**src/rtl/hpdcache_pkg.sv**
```systemverilog
// Shared write-channel payload types for the HPDcache memory-side responder.
package hpdcache_pkg;

  localparam int unsigned ADDR_W = 32;
  localparam int unsigned ID_W   = 4;
  localparam int unsigned DATA_W = 16;
  localparam int unsigned BE_W   = DATA_W / 8;

  typedef logic [ID_W-1:0] hpdcache_mem_id_t;

  typedef struct packed {
    logic [ADDR_W-1:0] mem_req_addr;
    hpdcache_mem_id_t  mem_req_id;
  } hpdcache_mem_req_t;

  typedef struct packed {
    logic [DATA_W-1:0] mem_req_w_data;
    logic [BE_W-1:0]   mem_req_w_be;
  } hpdcache_mem_req_w_t;

  typedef struct packed {
    hpdcache_mem_id_t mem_resp_w_id;
  } hpdcache_mem_resp_w_t;

endpackage

```
**src/rtl/hpdcache_fifo_reg.sv**
```systemverilog
// Registered FIFO: push/pop handshake, entries visible at the head one cycle after push.
module hpdcache_fifo_reg #(
  parameter int unsigned DEPTH = 2,
  parameter type T = logic
) (
  input  logic clk_i,
  input  logic rst_i,
  input  logic push_i,
  input  T     wdata_i,
  output logic full_o,
  input  logic pop_i,
  output T     rdata_o,
  output logic empty_o
);

  localparam int unsigned PTR_W = (DEPTH > 1) ? $clog2(DEPTH) : 1;
  localparam int unsigned CNT_W = $clog2(DEPTH + 1);

  T                 mem_q [DEPTH];
  logic [PTR_W-1:0] wptr_q, wptr_d;
  logic [PTR_W-1:0] rptr_q, rptr_d;
  logic [CNT_W-1:0] cnt_q, cnt_d;
  logic             push_en, pop_en;

  function automatic logic [PTR_W-1:0] ptr_inc(input logic [PTR_W-1:0] p);
    return (p == PTR_W'(DEPTH - 1)) ? '0 : p + PTR_W'(1);
  endfunction

  assign full_o  = (cnt_q == CNT_W'(DEPTH));
  assign empty_o = (cnt_q == '0);
  assign push_en = push_i & ~full_o;
  assign pop_en  = pop_i & ~empty_o;
  assign rdata_o = mem_q[rptr_q];

  always_comb begin
    wptr_d = wptr_q;
    rptr_d = rptr_q;
    cnt_d  = cnt_q;
    if (push_en) wptr_d = ptr_inc(wptr_q);
    if (pop_en)  rptr_d = ptr_inc(rptr_q);
    case ({push_en, pop_en})
      2'b10:   cnt_d = cnt_q + CNT_W'(1);
      2'b01:   cnt_d = cnt_q - CNT_W'(1);
      default: cnt_d = cnt_q;
    endcase
  end

  always_ff @(posedge clk_i or posedge rst_i) begin
    if (rst_i) begin
      wptr_q <= '0;
      rptr_q <= '0;
      cnt_q  <= '0;
    end else begin
      wptr_q <= wptr_d;
      rptr_q <= rptr_d;
      cnt_q  <= cnt_d;
    end
  end

  // Storage is not reset: contents are only observed while non-empty.
  always_ff @(posedge clk_i) begin
    if (push_en) mem_q[wptr_q] <= wdata_i;
  end

endmodule

```
**src/rtl/hpdcache_mem_write_responder.sv**
```systemverilog
// Pairs independently arriving write meta and data beats, issues them to a
// backend write port and returns one in-order write response per write.
module hpdcache_mem_write_responder
  import hpdcache_pkg::*;
#(
  parameter int unsigned META_DEPTH = 2,
  parameter int unsigned DATA_DEPTH = 2,
  parameter int unsigned RESP_DEPTH = 2,
  parameter type hpdcache_mem_req_t    = hpdcache_pkg::hpdcache_mem_req_t,
  parameter type hpdcache_mem_req_w_t  = hpdcache_pkg::hpdcache_mem_req_w_t,
  parameter type hpdcache_mem_resp_w_t = hpdcache_pkg::hpdcache_mem_resp_w_t
) (
  input  logic                 clk_i,
  input  logic                 rst_i,
  input  logic                 mem_req_write_valid_i,
  output logic                 mem_req_write_ready_o,
  input  hpdcache_mem_req_t    mem_req_write_i,
  input  logic                 mem_req_write_data_valid_i,
  output logic                 mem_req_write_data_ready_o,
  input  hpdcache_mem_req_w_t  mem_req_write_data_i,
  output logic                 wr_valid_o,
  input  logic                 wr_ready_i,
  output logic [ADDR_W-1:0]    wr_addr_o,
  output logic [DATA_W-1:0]    wr_data_o,
  output logic [BE_W-1:0]      wr_be_o,
  output logic                 mem_resp_write_valid_o,
  input  logic                 mem_resp_write_ready_i,
  output hpdcache_mem_resp_w_t mem_resp_write_o
);

  hpdcache_mem_req_t    meta_head;
  hpdcache_mem_req_w_t  data_head;
  hpdcache_mem_resp_w_t resp_push;
  logic meta_full, meta_empty;
  logic data_full, data_empty;
  logic resp_full, resp_empty;
  logic wr_fire;

  assign mem_req_write_ready_o      = ~meta_full;
  assign mem_req_write_data_ready_o = ~data_full;

  // A write is offered only when a response slot is guaranteed for it.
  assign wr_valid_o = ~meta_empty & ~data_empty & ~resp_full;
  assign wr_fire    = wr_valid_o & wr_ready_i;
  assign wr_addr_o  = meta_head.mem_req_addr;
  assign wr_data_o  = data_head.mem_req_w_data;
  assign wr_be_o    = data_head.mem_req_w_be;

  assign mem_resp_write_valid_o = ~resp_empty;

  always_comb begin
    resp_push               = '0;
    resp_push.mem_resp_w_id = meta_head.mem_req_id;
  end

  hpdcache_fifo_reg #(.DEPTH(META_DEPTH), .T(hpdcache_mem_req_t)) u_meta_fifo (
    .clk_i   (clk_i),
    .rst_i   (rst_i),
    .push_i  (mem_req_write_valid_i),
    .wdata_i (mem_req_write_i),
    .full_o  (meta_full),
    .pop_i   (wr_fire),
    .rdata_o (meta_head),
    .empty_o (meta_empty)
  );

  hpdcache_fifo_reg #(.DEPTH(DATA_DEPTH), .T(hpdcache_mem_req_w_t)) u_data_fifo (
    .clk_i   (clk_i),
    .rst_i   (rst_i),
    .push_i  (mem_req_write_data_valid_i),
    .wdata_i (mem_req_write_data_i),
    .full_o  (data_full),
    .pop_i   (wr_fire),
    .rdata_o (data_head),
    .empty_o (data_empty)
  );

  hpdcache_fifo_reg #(.DEPTH(RESP_DEPTH), .T(hpdcache_mem_resp_w_t)) u_resp_fifo (
    .clk_i   (clk_i),
    .rst_i   (rst_i),
    .push_i  (wr_fire),
    .wdata_i (resp_push),
    .full_o  (resp_full),
    .pop_i   (mem_resp_write_ready_i),
    .rdata_o (mem_resp_write_o),
    .empty_o (resp_empty)
  );

endmodule

```
**config.mk**
```make
export PLATFORM = sky130hd
export DESIGN_NAME = hpdcache_mem_write_responder
export DESIGN_NICKNAME = d
export VERILOG_FILES = /design/src/rtl/hpdcache_pkg.sv /design/src/rtl/hpdcache_fifo_reg.sv /design/src/rtl/hpdcache_mem_write_responder.sv
export SDC_FILE = /design/constraint.sdc
export NUM_CORES = 1
export LEC_CHECK = 0
export CAP_MARGIN = 20
export CORE_UTILIZATION = 40
export DETAILED_ROUTE_END_ITERATION = 8
export DONT_BUFFER_PORTS = 1
export GPL_TIMING_DRIVEN = 0
export PLACE_DENSITY = 0.57
export SYNTH_ARGS = -nofsm -noshare
export SYNTH_HDL_FRONTEND = slang
export SYNTH_SLANG_ARGS = --single-unit
```
**constraint.sdc**
```tcl
create_clock -name clk_i -period 2.5 [get_ports clk_i]
set_clock_uncertainty 0.1 [all_clocks]
set_input_delay 0.5 -clock clk_i [delete_from_list [all_inputs] [get_ports clk_i]]
set_output_delay 0.5 -clock clk_i [all_outputs]
set_load 0.01 [all_outputs]
```
==> summary.md <==
The final net count was 349; the highest attainable clock frequency was 0.458 GHz. The final max-slew violation count came out at 0. CTS saw 128 sinks.

After synthesis, the mean cell area works out to 19.1 sq um. The met1 track demand over resource was 12.4%. The die boundary height works out to 114 um.

The min-delay analysis places its worst path in the category in2reg. For the sequential-to-total area share from yosys stat, the log shows 75.1%. The run finished with clean final reports. The logs give 0 for the reported max-cap violation count and 0 for the number of warnings printed during yosys synthesis.

Clock latency on the worst-skew pair, taken at its later pin, is 0.41 ns. For this block, the initial DRC count from the detailed router was 55. Entering global routing, the biggest net connects 36 pins. After detailed routing, the total wire length is 7690 um. In this run the horizontal extent of the chip is 114 um. Counting every instance in the synthesized netlist gives 264. For the final routed database, the setup TNS stands at 0 ns.

The routing layer with the top usage in global route is met2. The first global-routing pass estimated 11800 um of wire. Initial cell density of the core: 41.5%.

The logs give 0 for the hold violation total from the final report and 0.00209 uW for the cell leakage power. TritonCTS built the clock tree. At the pin with the least slew margin, the transition time is 0.936 ns. The worst setup path is launched from a flop. The logs give 0 for the number of antenna violations at the first check in global routing and 40.1% for the sequential cell fraction of total power. The clock tree synthesis step divided the H-tree into 4 levels. The proportion of layout cells with a drive suffix above 1 was 44.3%. Internal power comes to 5730 uW.

The global-route track usage on met3 was 8.21%; the CTS clock-pin slew for the worst setup and hold paths was 0.06 ns. In this run the worst path has a maximum fanout of 10. Across the VDD grid, the largest voltage drop is 713 uV. At the end of routability-driven placement, the weighted congestion stood at 0.656. For this design the total switching power over the nets is 2150 uW.

The total power divided by cell area came out at 1330 nW/um^2. In the layout the commonest cells are sky130_fd_sc_hd__edfxtp_1, sky130_fd_sc_hd__mux2_2, sky130_fd_sc_hd__buf_4. The via count of the first global-routing pass came out at 2398. Met2 usage in global routing: 20.8%. Combinational logic is responsible for 28.3% of the overall power. The tools report the element type at the critical path end as an output port.

The share of Yosys cell area claimed by the top area cell type is 69.1%. Setup repair after global routing left no endpoint under its margin. The tools report the area of the mapped netlist as 5040 sq um. In this run the tightest slew margin relative to its limit is 37.5%.

The tools report the number of search-and-repair iterations in the first detailed-routing pass as 4. Net switching is 27.2% of the power. By area the synthesized netlist is led by sky130_fd_sc_hd__edfxtp_1, sky130_fd_sc_hd__mux2_2, sky130_fd_sc_hd__dfrtp_1.

Synthesis produced a netlist with a net count of 327. In this run the deepest clock path goes through 2 buffers. The required time of the critical path was 1.90 ns; the final period demand of the worst path was 2.18 ns.

In this run, the clock network consumes 31.6% of the power. In the routed design, unresolved DRC markers number 0. Area overhead of the layout relative to synthesis: 17.4%. The worst setup path is of the reg2out kind. Number of standard-cell rows in the floorplan: 40.

In this run, distinct cell masters in the synthesized netlist total 19. The top-level port count is 118, and the final worst-path cycle share is 87.3%. The vias per cell was 4.65.

Port buffering added 0 buffers. After global routing the overflow that remains totals 0. The average detailed-routed wire length per instance works out to 16.5 um.

For this run, the total global-route usage over all layers was measured as 12.7%. Summed over all nets, the half-perimeter wirelength after detailed placement is 5050 um. The region available for standard cell placement spans 12200 sq um. The run gives 0 as the post-CTS setup repair buffer count.

The tools report the number of failing setup endpoints in the final timing report as 0. The number of antenna-violating nets in the routed design is 0. Total number of vias: 2169. The number of diodes added for antenna fixing is 0. The buffer type at the clock tree root was sky130_fd_sc_hd__clkbuf_16. The arrival time reported for the critical path endpoint was 1.58 ns; the full die area was 13100 sq um. The leading cell type in the layout, fill and taps excluded is sky130_fd_sc_hd__edfxtp_1.

The biggest area contributor in the post-synthesis netlist is sky130_fd_sc_hd__edfxtp_1. Minimum hold slack: 0.0837 ns. The number of buffers created by CTS came out at 17. The flop and latch count out of synthesis was 128.
## cell usage after synthesis, drive strengths merged
library cell / instances
and2: 3
and3: 2
buf: 38
dfrtp: 12
edfxtp: 116
ha: 3
inv: 3
mux2: 58
nand2: 2
nand2b: 3
nand3: 1
nor2: 6
o22a: 1
or2: 1
xnor2: 11
xor2: 4
## final timing paths
| check | start | end | slack (ns) | cells past startpoint |
|---|---|---|---|---|
| setup / recovery | u_meta_fifo.rptr_q | wr_addr_o[12] | 0.32 | 4 |
| hold / removal | mem_req_write_i[9] | u_meta_fifo.mem_q[1][9] | 0.08 | 0 |
| setup reg to reg | u_meta_fifo.cnt_q[0] | u_meta_fifo.mem_q[0][7] | 0.46 | 4 |
| hold reg to reg | u_resp_fifo.cnt_q[1] | u_resp_fifo.cnt_q[1] | 0.38 | 1 |
| max in group asynchronous | rst_i | u_resp_fifo.rptr_q | 1.54 | 2 |
| min in group asynchronous | rst_i | u_meta_fifo.cnt_q[1] | 0.45 | 2 |
## critical path, cell delays in order, from the launching register on
cell                      delay, ns
sky130_fd_sc_hd__dfrtp_1       0.33
sky130_fd_sc_hd__buf_6         0.16
sky130_fd_sc_hd__buf_6         0.18
sky130_fd_sc_hd__mux2_2        0.35
sky130_fd_sc_hd__buf_4         0.15
## layer usage
metal	up-vias	share of wire [%]
met5	-	0
met4	0	1.9
met3	15	11
met2	90	49
met1	1068	38
li1	996	-
## state kept, by name, summed over array words and instances, names as in the netlist, 2 cells and up
signal / flops
u_data_fifo.cnt_q: 2
u_data_fifo.mem_q: 36
u_meta_fifo.cnt_q: 2
u_meta_fifo.mem_q: 72
u_resp_fifo.cnt_q: 2
u_resp_fifo.mem_q: 8
## per-stage QoR
| stage | power (uW) | instances | instance area [sq um] | utilization, % | setup slack, ns |
|---|---|---|---|---|---|
| 2_1_floorplan | 5020 | 264 | 5040 | - | 0.331 |
| 3_3_place_gp | 5390 | 432 | 5250 | 43.2 | -0.413 |
| 3_5_place_dp | 5490 | 434 | 5310 | 43.7 | 0.400 |
| 4_1_cts | 8020 | 466 | 5920 | 48.7 | 0.262 |
| 5_1_grt | 8270 | 466 | 5920 | 48.7 | 0.239 |
| 6_report | 7880 | 466 | 5920 | 48.7 | 0.318 |
## power by group through the flow
stage / Combinational [uW] / Clock (uW) / Sequential [uW]
2_1_floorplan: 1860 / 0 / 3160
3_3_place_gp: 2190 / 0 / 3200
3_5_place_dp: 2280 / 0 / 3210
4_1_cts: 2300 / 2550 / 3170
5_1_grt: 2420 / 2640 / 3210
6_report: 2230 / 2490 / 3160
## cells by family (layout without fill, tap and decap cells)
group | count (synthesis) | in the layout | share of synthesized area [%]
adder cells (fa/ha/maj) | 3 | 3 | 0.745
flip-flops | 128 | 128 | 75.1
buffers and inverters | 41 | 75 | 6.33
AND/OR/NAND/NOR | 18 | 18 | 2.11
XOR/XNOR | 15 | 15 | 2.61
AO/OA/AOI/OAI | 1 | 1 | 0.199
multiplexers | 58 | 58 | 13.0
## layout make-up
cell class,count,area (sq um)
fill,1047,6240
sequential,128,3780
multi-input combinational,95,950
clock buffer,19,433
buffer,38,308
tap,168,210
clock inverter,12,168
timing repair buffer,3,57.6
inverter,3,11.3
## what timing repair did
action / 4_1_cts / 5_1_grt
setup endpoints to repair: 0 / 0
hold buffers: 1 / 0
resized for setup: 0 / 0
endpoints found under the hold margin: 12 / 0
(Power assumes the default switching activity.)
